### config.mk
export PLATFORM = sky130hd
export DESIGN_NAME = mod100_counter
export DESIGN_NICKNAME = d
export VERILOG_FILES = /design/src/rtl/mod100_counter_pkg.sv /design/src/rtl/mod100_counter_chk.sv /design/src/rtl/mod100_counter.sv
export SDC_FILE = /design/constraint.sdc
export NUM_CORES = 1
export LEC_CHECK = 0
export ABC_AREA = 1
export BUFFER_PORTS_ARGS = -buffer_cell sky130_fd_sc_hd__buf_2
export CAP_MARGIN = 20
export CORE_AREA = 3 3 40 42
export DETAILED_ROUTE_END_ITERATION = 10
export DIE_AREA = 0 0 43 45
export GPL_TIMING_DRIVEN = 0
export PLACE_DENSITY = 0.48
export SYNTH_ARGS = -nofsm -noshare
export SYNTH_HDL_FRONTEND = slang
export SYNTH_SLANG_ARGS = --single-unit
### constraint.sdc
create_clock -name clk -period 2.1 [get_ports clk]
set_input_delay 0.525 -clock clk [delete_from_list [all_inputs] [get_ports clk]]
set_output_delay 0.525 -clock clk [all_outputs]
set_load 0.1 [all_outputs]
### src/rtl/mod100_counter_pkg.sv
// Shared constants for the centi-tick timebase counter.
// The count width is derived from the modulus so that the two stay consistent.
package mod100_counter_pkg;

  localparam int MODULUS_DEFAULT = 100;

  function automatic int count_width(input int modulus);
    return (modulus < 2) ? 1 : $clog2(modulus);
  endfunction

  localparam int WIDTH_DEFAULT = count_width(MODULUS_DEFAULT);

endpackage

### src/rtl/mod100_counter_chk.sv
// Property checker for the modulo counter: held at zero in reset,
// legal values step by one or wrap, and out-of-range values fall back to zero.
module mod100_counter_chk #(
  parameter int MODULUS = 100,
  parameter int WIDTH   = 7
) (
  input logic             clk,
  input logic             rst,
  input logic [WIDTH-1:0] count
);

  localparam logic [WIDTH-1:0] LP_MAX  = WIDTH'(MODULUS - 1);
  localparam logic [WIDTH-1:0] LP_ONE  = WIDTH'(1'b1);
  localparam logic [WIDTH-1:0] LP_ZERO = {WIDTH{1'b0}};

  a_reset_zero: assert property (@(posedge clk) !rst |-> count == LP_ZERO);

  a_step: assert property (@(posedge clk) disable iff (!rst)
    (count < LP_MAX) |=> (count == $past(count) + LP_ONE));

  // Covers both the terminal value and any upset value above it.
  a_wrap: assert property (@(posedge clk) disable iff (!rst)
    (count >= LP_MAX) |=> (count == LP_ZERO));

endmodule

### src/rtl/mod100_counter.sv
// Free-running modulo-MODULUS up-counter (default 0..99) used as a centi-tick
// timebase; asynchronous active-low reset, count is a direct register output.
module mod100_counter
  import mod100_counter_pkg::*;
#(
  parameter int MODULUS = MODULUS_DEFAULT,
  parameter int WIDTH   = WIDTH_DEFAULT
) (
  input  logic             clk,
  input  logic             rst,
  output logic [WIDTH-1:0] count
);

  if (MODULUS < 2) begin : g_bad_modulus
    $error("mod100_counter: MODULUS must be at least 2");
  end
  if ((WIDTH < 1) || (WIDTH > 31) || ((64'd1 << WIDTH) < 64'(MODULUS))) begin : g_bad_width
    $error("mod100_counter: WIDTH too small to hold MODULUS-1");
  end

  localparam logic [WIDTH-1:0] LP_MAX  = WIDTH'(MODULUS - 1);
  localparam logic [WIDTH-1:0] LP_ONE  = WIDTH'(1'b1);
  localparam logic [WIDTH-1:0] LP_ZERO = {WIDTH{1'b0}};

  logic [WIDTH-1:0] r_count;
  logic [WIDTH-1:0] w_count_next;

  // Anything at or above the terminal value (including upset states) returns to zero.
  always_comb begin
    w_count_next = LP_ZERO;
    if (r_count < LP_MAX) begin
      w_count_next = r_count + LP_ONE;
    end else begin
      w_count_next = LP_ZERO;
    end
  end

  always_ff @(posedge clk or negedge rst) begin
    if (!rst) begin
      r_count <= LP_ZERO;
    end else begin
      r_count <= w_count_next;
    end
  end

  assign count = r_count;

  mod100_counter_chk #(
    .MODULUS (MODULUS),
    .WIDTH   (WIDTH)
  ) u_chk (
    .clk   (clk),
    .rst   (rst),
    .count (r_count)
  );

endmodule

* Word level (Yosys, flattened, before mapping)
Cells that the tools add are included.
** Operators by class
- Add/sub/neg operators :: 1
- Muxes and demuxes :: 1
- Order comparisons :: 1
** Operator list (count)
- $add 7x1->7 const B :: 1
- $lt 7x7->1 const B :: 1
- $mux 7 :: 1
** Word-level totals
- Bits in registers :: 7
- Output and inout port bits :: 7
- Input port bits :: 2

* Logic depth before layout (Yosys ltp)
Gate-level depths: netlist of run 1.
- Depth after elaboration :: 2
- Mapped depth :: 5
- Mapped depth without buffers :: 5

* Least setup slack after synthesis of run 1
OpenSTA, ideal clock, no wires.
- Path kind :: register to register
- From :: register r_count[0], in the netlist count[0]
- To :: register r_count[0], in the netlist count[0]
- Required time :: 1940 ps
- Arrival :: 1539 ps
- Clock period less this slack :: 1699 ps
- Slack :: 401 ps
- Cell stages (with the launch flop) :: 6
- Cells stage by stage :: dfrtp_1 nand2_1 nand3_1 nand2_1 inv_2 nor2_1
** Between the ends
- Longest elaborated chain between the ends :: 2
- Elaborated cells between the ends (all ways) :: 3
- Classes of those cells :: add/sub: 1; order compare: 1; mux: 1
** RTL lines
- start, declared :: line mod100_counter.sv:25 : logic [WIDTH-1:0] r_count;
- start signal, assigned :: line mod100_counter.sv:42 : r_count <= w_count_next;
- $add 7x1->7 or $lt 7x7->1 (tied branches) :: line mod100_counter.sv:32, mod100_counter.sv:31
- $mux 7 (*) :: line mod100_counter.sv:31 : if (r_count < LP_MAX) begin
- named net w_count_next[0] :: line mod100_counter.sv:26 : logic [WIDTH-1:0] w_count_next;
The timed path passes the listed nets; every way through them passes the cells marked *.

* Worst setup path in the final report of run 1
- From :: register r_count[2], in the netlist count[2]
- To :: output port count[2]
** RTL lines
- end, declared :: line mod100_counter.sv:11 : output logic [WIDTH-1:0] count
No word-level cell between the ends.

==> results of run 1 <==
[worst paths after layout]
kind / start / endpoint / slack [ns] / depth (start not counted)
min in group clk: count[0] / count[0] / 0.49 / 1
setup / recovery: count[2] / count[2] / 0.42 / 1
hold reg to reg: count[0] / count[0] / 0.49 / 1
setup reg to reg: count[0] / count[6] / 0.94 / 5
hold / removal: rst / count[3] / 0.1 / 1
max in group asynchronous: rst / count[4] / 1.84 / 1
[cell usage in the layout, fill, tap and decap left out, drive strengths merged]
master and count:
ha 1, nand2 10, buf 8, o21bai 1, clkbuf 4, nand4 1
o21ai 1, inv 7, nand3 3, xnor2 1, nor2 9, a21oi 1
dfrtp 7
[area by class of cell]
| class | instances | area share |
|---|---|---|
| Timing Repair Buffer | 8 | 0.09412 |
| Multi-Input combinational cell | 28 | 0.3265 |
| Inverter | 7 | 0.06176 |
| Clock buffer | 4 | 0.06176 |
| Sequential cell | 7 | 0.4118 |
| Tap cell | 15 | 0.04412 |
[kinds of logic (layout without fill, tap and decap cells)]
kind of cell             Yosys count  count (layout)  synth area share
AND/OR/NAND/NOR                   23              23            0.2941
flip-flops                         7               7            0.5147
buffers and inverters              7              19           0.07722
AO/OA/AOI/OAI                      3               3           0.05145
adder cells (fa/ha/maj)            1               1           0.03676
XOR/XNOR                           1               1           0.02574
[metrics by stage]
stage	hold slack [ns]	total power (W)	util	setup slack, ns
2_1_floorplan	0.2294	0.0001374	-	0.4009
3_3_place_gp	0.3670	0.0001408	0.3106	0.6897
3_5_place_dp	0.3733	0.0001410	0.3106	0.6839
4_1_cts	0.09971	0.0002644	0.3311	0.4067
5_1_grt	0.1046	0.0002690	0.3311	0.3837
6_report	0.09786	0.0002576	0.3311	0.4230
[where the power goes]
group | switching [W] | internal (W) | total, W
sequential | 0 | 0.000135 | 0.000135
combinational | 0.00000244 | 0.000000687 | 0.00000313
clock | 0.0000471 | 0.0000724 | 0.000119
[per-layer routing]
metal / GRT usage / vias to the layer above / routed length, µm
li1: - / 155 / -
met1: 0.09360 / 129 / 309
met2: 0.1228 / 3 / 294
met5: 0 / - / 0
met3: 0.01195 / 2 / 13
met4: 0.09036 / 0 / 10
[synth_stat cells]
| cell | count |
|---|---|
| sky130_fd_sc_hd__a21oi_1 | 1 |
| sky130_fd_sc_hd__dfrtp_1 | 7 |
| sky130_fd_sc_hd__ha_1 | 1 |
| sky130_fd_sc_hd__inv_1 | 5 |
| sky130_fd_sc_hd__inv_2 | 2 |
| sky130_fd_sc_hd__nand2_1 | 10 |
| sky130_fd_sc_hd__nand3_1 | 3 |
| sky130_fd_sc_hd__nand4_1 | 1 |
| sky130_fd_sc_hd__nor2_1 | 8 |
| sky130_fd_sc_hd__nor2_4 | 1 |
| sky130_fd_sc_hd__o21ai_0 | 1 |
| sky130_fd_sc_hd__o21bai_1 | 1 |
| sky130_fd_sc_hd__xnor2_1 | 1 |
==> run summary, run 1 <==
The critical setup path kind was register to output port. The top-area cell type share of the netlist area is 0.5147. The count of max-cap constraint violations is 0. The post-cts sizing count was 0; the antenna diode count was 0. Walking the worst path, the cells encountered are buf_2. For the proportion of synthesized chip area in sequential cells, the log shows 0.5147.

Setup repair after global routing left no endpoint under its margin. The slowest stage of the critical path is the sky130_fd_sc_hd__buf_2 cell. After detailed placement, the total cell area comes to 399.1 µm². The logs give 0 for the number of buffers inserted to repair setup after CTS and 69 for the final instance count without filler cells.

At the pin with the least slew margin, the transition time is 0.4867 ns. By area the synthesized netlist is led by sky130_fd_sc_hd__dfrtp_1, sky130_fd_sc_hd__nand2_1, sky130_fd_sc_hd__nor2_1. Setup total negative slack on the finished layout was measured at 0 ns. The longest clock path from root to sink contains 2 buffers. At the later pin of the worst-skew pair, clock insertion delay measures 0.25 ns. Yosys mapped the design onto 13 distinct sky130hd cell types.

The residual antenna-violating net count after detailed routing is 0, and the instance count of the mapped netlist is 42. Data arrives at the worst endpoint at 1.15 ns. For the area of all sequential standard cells, the log shows 175.2 µm².

TritonCTS built the clock tree. Summed over all instances, the cell type with the most area after synthesis is sky130_fd_sc_hd__dfrtp_1. Proportion of layout cells with a drive suffix above 1: 0.2593. The final global-route overflow total is 0, and the longest individual stage delay on the worst path is 0.46 ns. The tools report the DRC violations left as 0. On the final layout, the worst clock skew is 0.006391 ns. Number of sinks handled by clock tree synthesis: 7. After clock tree synthesis, the clock-pin slew on the worst setup and hold paths is 0.05 ns. Derived from the worst setup path, the maximum achievable clock frequency is 596.3 MHz.

The fraction of the cycle the final worst path needs was 0.7986. The run gives 0.6945 as the weighted congestion reported at the end of routability-driven placement. The required time reported for the critical path endpoint was 1.57 ns. After layout, the minimum clock period comes to 1.677 ns. The type of destination of the critical path is an output port. The analysis attributes to cell leakage a power of 0.2477 nW. The global-route wire length before repair was 1.110 mm. After detailed placement, the design holds a cell count of 65. The largest net degree at the start of global routing was 8; the via-per-instance ratio was 4.188.

For the number of synthesis warnings, the log shows 0. The worst-case IR drop observed on VDD is 207.5 µV. Setup violations remaining at the end of the flow were counted as 0. The region available for standard cell placement spans 1285 µm².

The cell area that synthesis handed to floorplanning was 340.3 µm². The final route contains 289 vias. Averaged over all synthesized cells, the footprint is 8.103 µm². The worst hold path belongs to the class input port to async pin. The multi-input gate area in the final layout is 138.9 µm², and the final instance area is 425.4 µm². The total power divided by cell area was 605.6 nW/µm². The number of global-route vias before repair came out at 291. The run finished with clean final reports. I/O pin total: 9. Hold repair after CTS inserted 0 buffers. The detailed-placement wirelength estimate came out at 508.4 µm. In this run the horizontal extent of the chip is 43 µm. For the number of H-tree levels, the log shows 1. The flip-flop count of the largest register after layout is 7. The tools report the initial antenna violation count as 0. Compared with the post-synthesis result, the final layout area differs by 25.00%. The headroom to the max-slew limit is 0.6778, and the final net count is 58. Of all nets on the critical path, the largest fanout is 5. The first detailed-routing pass ran for 2 iterations.

The die covers 1935 µm². Row generation in the floorplan step produced 13 rows. The buffers plus inverters on the worst setup path was 1; the combined global-route utilization of all metal layers was 0.08138. The run gives 147 as the count of filler cells inserted in the layout. The initial core utilization is 0.2648, and the detail-routed net length per standard cell is 9.101 µm. Clock tree synthesis inserted a total of 3 buffers. The initial DRC count came out at 1. In this run, synthesis produced a sequential element count of 7.

The final max-slew violation count was 0. Counting every net in the synthesized netlist gives 45. The number of port buffers was 8. Kind of launch point of the worst setup path: a register. Total routed wirelength: 628 µm. The number of hold violations in the final report was 0. The chip height is 45 µm. The root buffer cell chosen for the clock tree is sky130_fd_sc_hd__clkbuf_4. The cell family contributing the most delay on the critical path is buffers and inverters.
Note: power is estimated with default switching activity, not from simulation.
==> inputs of run 2 (changes only) <==
==> constraint.sdc (replaced) <==
create_clock -name clk -period 1.7 [get_ports clk]
set_input_delay 0.425 -clock clk [delete_from_list [all_inputs] [get_ports clk]]
set_output_delay 0.425 -clock clk [all_outputs]
set_load 0.1 [all_outputs]
==> run 2 against run 1 <==
Compared with the run above: global-route usage increased by 0.084 points; combinational power increased by 80%; core utilization increased by 0.78 points; largest power group unchanged; via count increased by 1.4%; clock power increased by 24%; register-to-register slack got worse by 0.40 ns; worst setup slack got worse by 0.30 ns; clock-buffer cell count unchanged; first-iteration DRC count unchanged; wire length increased by 1.1%; sequential share of layout area decreased by 0.95 points.
==> run summary, run 2 (synthesis results as in run 1) <==
The flow ran to the end, and the final reports show no timing, DRC or antenna violations. The kind of launch point of the worst setup path was a register. Post-layout total power: 0.0003200 W (+24%). The type of the tightest min-delay check was register to register.

Weighted congestion reported at the end of routability-driven placement: 0.6945 (unchanged). The number of hold violations in the final report is 0 (unchanged). The tools report the total routed wirelength as 635 µm (+1.1%). The library cells used most frequently in the layout, excluding fill and tap cells, are sky130_fd_sc_hd__nand2_1, sky130_fd_sc_hd__nor2_1, sky130_fd_sc_hd__buf_2, sky130_fd_sc_hd__dfrtp_1, sky130_fd_sc_hd__inv_1. The DRC violations left is 0 (unchanged), and the final global-route overflow total is 0 (unchanged). The buffers plus inverters on the worst setup path was 1 (unchanged); the number of buffers added by the clock tree synthesis step was 3 (unchanged). CTS placed an instance of sky130_fd_sc_hd__clkbuf_4 at the clock tree root. Final max-slew violation count: 0 (unchanged). The slowest cell on the critical path was sky130_fd_sc_hd__buf_2. The die width works out to 43 µm (unchanged). The fraction of the cycle the final worst path needs works out to 0.9276.

The final net count was 59 (+1.7%). Number of stages on the worst hold path: 1. The tools report the detailed-placement wirelength estimate as 508.4 µm (unchanged).

The tools report the global-route wire length before repair as 1.124 mm (+1.3%). The count of final setup violators is 0 (unchanged), and the antenna diode count is 0 (unchanged). The critical path in this run is classified as register to output port. For the length of the first detailed-routing pass in iterations, the log shows 2 (unchanged). Among cell families on the critical path, the largest total delay comes from buffers and inverters. The die footprint is 1935 µm² (unchanged). The tools report the reg-to-reg startpoint as count[0].

The run gives 0 (unchanged) as the count of max-cap constraint violations. The time the worst path needs with I/O delays and setup came out at 1.577 ns. The chip height works out to 45 µm (unchanged). The number of H-tree levels is 1 (unchanged). The proportion of layout cells with a drive suffix above 1 came out at 0.2545 (-0.004714). The number of global-route vias before repair is 294 (+1.0%), and the post-cts sizing count is 0 (unchanged). For the I/O pin total, the log shows 9 (unchanged). Relative contribution of combinational cells to total power: 0.018 (+0.006). The detail-routed net length per standard cell is 9.071 µm (-0.33%), and the clock latency on the worst-skew pair is 0.25 ns (about the same). TritonCTS built the clock tree. For the total leakage power, the log shows 0.2519 nW (+1.7%).

The fraction of the core area covered by cells at the end of the flow came out at 0.3389 (+0.007790). Headroom to the max-slew limit: 0.6778 (unchanged). Leaving out fill and tap cells, the most frequent cell in the layout is sky130_fd_sc_hd__nand2_1. Total negative slack: 0 ns (unchanged). The total power divided by cell area came out at 735.0 nW/µm² (+21%). The run gives 0 (unchanged) as the initial antenna violation count.

For the floorplan row count, the log shows 13 (unchanged). Traced cell by cell, the critical path runs through buf_2. The worst-case vdd ir drop was 256.3 µV (+24%); the fmax was 634.1 MHz. The maximum fanout along the worst path works out to 5 (unchanged). The depth of the most critical reg-to-reg path was 5 (unchanged); the maximum clock skew at final layout was 0.006391 ns (unchanged).

The flop-to-flop setup slack came out at 0.54 ns (-0.40 ns). For hold timing, the worst endpoint is count[0]. From synthesis to final layout, the design area changed by 27.94%. The via-per-instance ratio was 4.186 (about the same). The placeable core region came out at 1285 µm² (unchanged). The net switching share of the total power came out at 0.1920 (-0.0002119).

The data arrival time of the critical path is 1.15 ns (about the same). The largest net degree at the start of global routing is 8 (unchanged), and the flip-flop count of the largest register after layout is 7 (unchanged). The cell-internal power is 0.0002586 W (+24%). The logs give 0.521 (-0.003) for the sequential power share and 7 (unchanged) for the number of sinks handled by clock tree synthesis.

The longest individual stage delay on the worst path was 0.46 ns (about the same). For the initial DRC count, the log shows 1 (unchanged). The number of port buffers was 8 (unchanged).

The run gives 0.461 (-0.003) as the relative contribution of the clock network to total power. Setup repair after global routing left no endpoint under its margin. The tools report the residual antenna-violating net count after detailed routing as 0 (unchanged). Number of vias after detailed routing: 293 (+1.4%). In this run the most critical hold path is launched from count[0]. The critical register-to-register path endpoint is count[6]. The initial core utilization was 0.2648 (unchanged); the transition time of the tightest slew-check pin was 0.4867 ns (unchanged). The combined global-route utilization of all metal layers came out at 0.08221 (+0.0008389).

The tools report the power dissipated by switching net loads as 0.00006145 W (+24%). The clock transition at the registers of the reported paths is 0.05 ns (about the same), and the worst-case clock buffer depth is 2 (unchanged). Type of destination of the critical path: an output port. For the required time reported for the critical path endpoint, the log shows 1.27 ns (-0.30 ns).
## run 2: worst max-delay path by stage
stage                         from  endpoint  depth (start not counted)
after global placement    count[2]  count[2]                          1
after floorplan           count[0]  count[0]                          5
after global routing      count[3]  count[3]                          1
after detailed placement  count[2]  count[2]                          1
after CTS                 count[2]  count[2]                          1
final                     count[2]  count[2]                          1
## run 2: layout make-up
type                    count  area (µm²)
clock buffers               4       26.28
fillers                   146       849.6
inverters                   7       26.28
multi-input cells          28       138.9
flip-flops and latches      7       175.2
well taps                  15       18.77
repair buffers              9       50.05
## run 2: stage by stage
stage / setup slack [ns] / instance area, µm² / cells / hold slack, ns
2_1_floorplan: 0.0009140 / 340.3 / 42 / 0.1294
3_3_place_gp: 0.3897 / 399.1 / 65 / 0.2670
3_5_place_dp: 0.3839 / 399.1 / 65 / 0.2733
4_1_cts: 0.1067 / 435.4 / 70 / 0.4865
5_1_grt: 0.08370 / 435.4 / 70 / 0.5081
6_report: 0.1230 / 435.4 / 70 / 0.4857
## run 2: timing repair
item / 4_1_cts / 5_1_grt
endpoints found under the hold margin: 1 / 0
buffers inserted: 0 / 0
hold buffers: 1 / 0
## run 2: power groups by stage
stage / logic [W] / clock network (W) / registers, W
after detailed placement: 0.00000455 / 0 / 0.000170
after CTS: 0.00000624 / 0.000155 / 0.000167
after floorplan: 0.000000000116 / 0 / 0.000170
final: 0.00000563 / 0.000148 / 0.000167
after global routing: 0.00000654 / 0.000161 / 0.000167
after global placement: 0.00000427 / 0 / 0.000170
## run 2: layer usage
layer	wire, µm	vias to the layer above	track usage
met1	313	131	0.09606
met3	13	2	0.01195
met2	298	3	0.1228
met4	10	0	0.09036
li1	-	157	-
met5	0	-	0
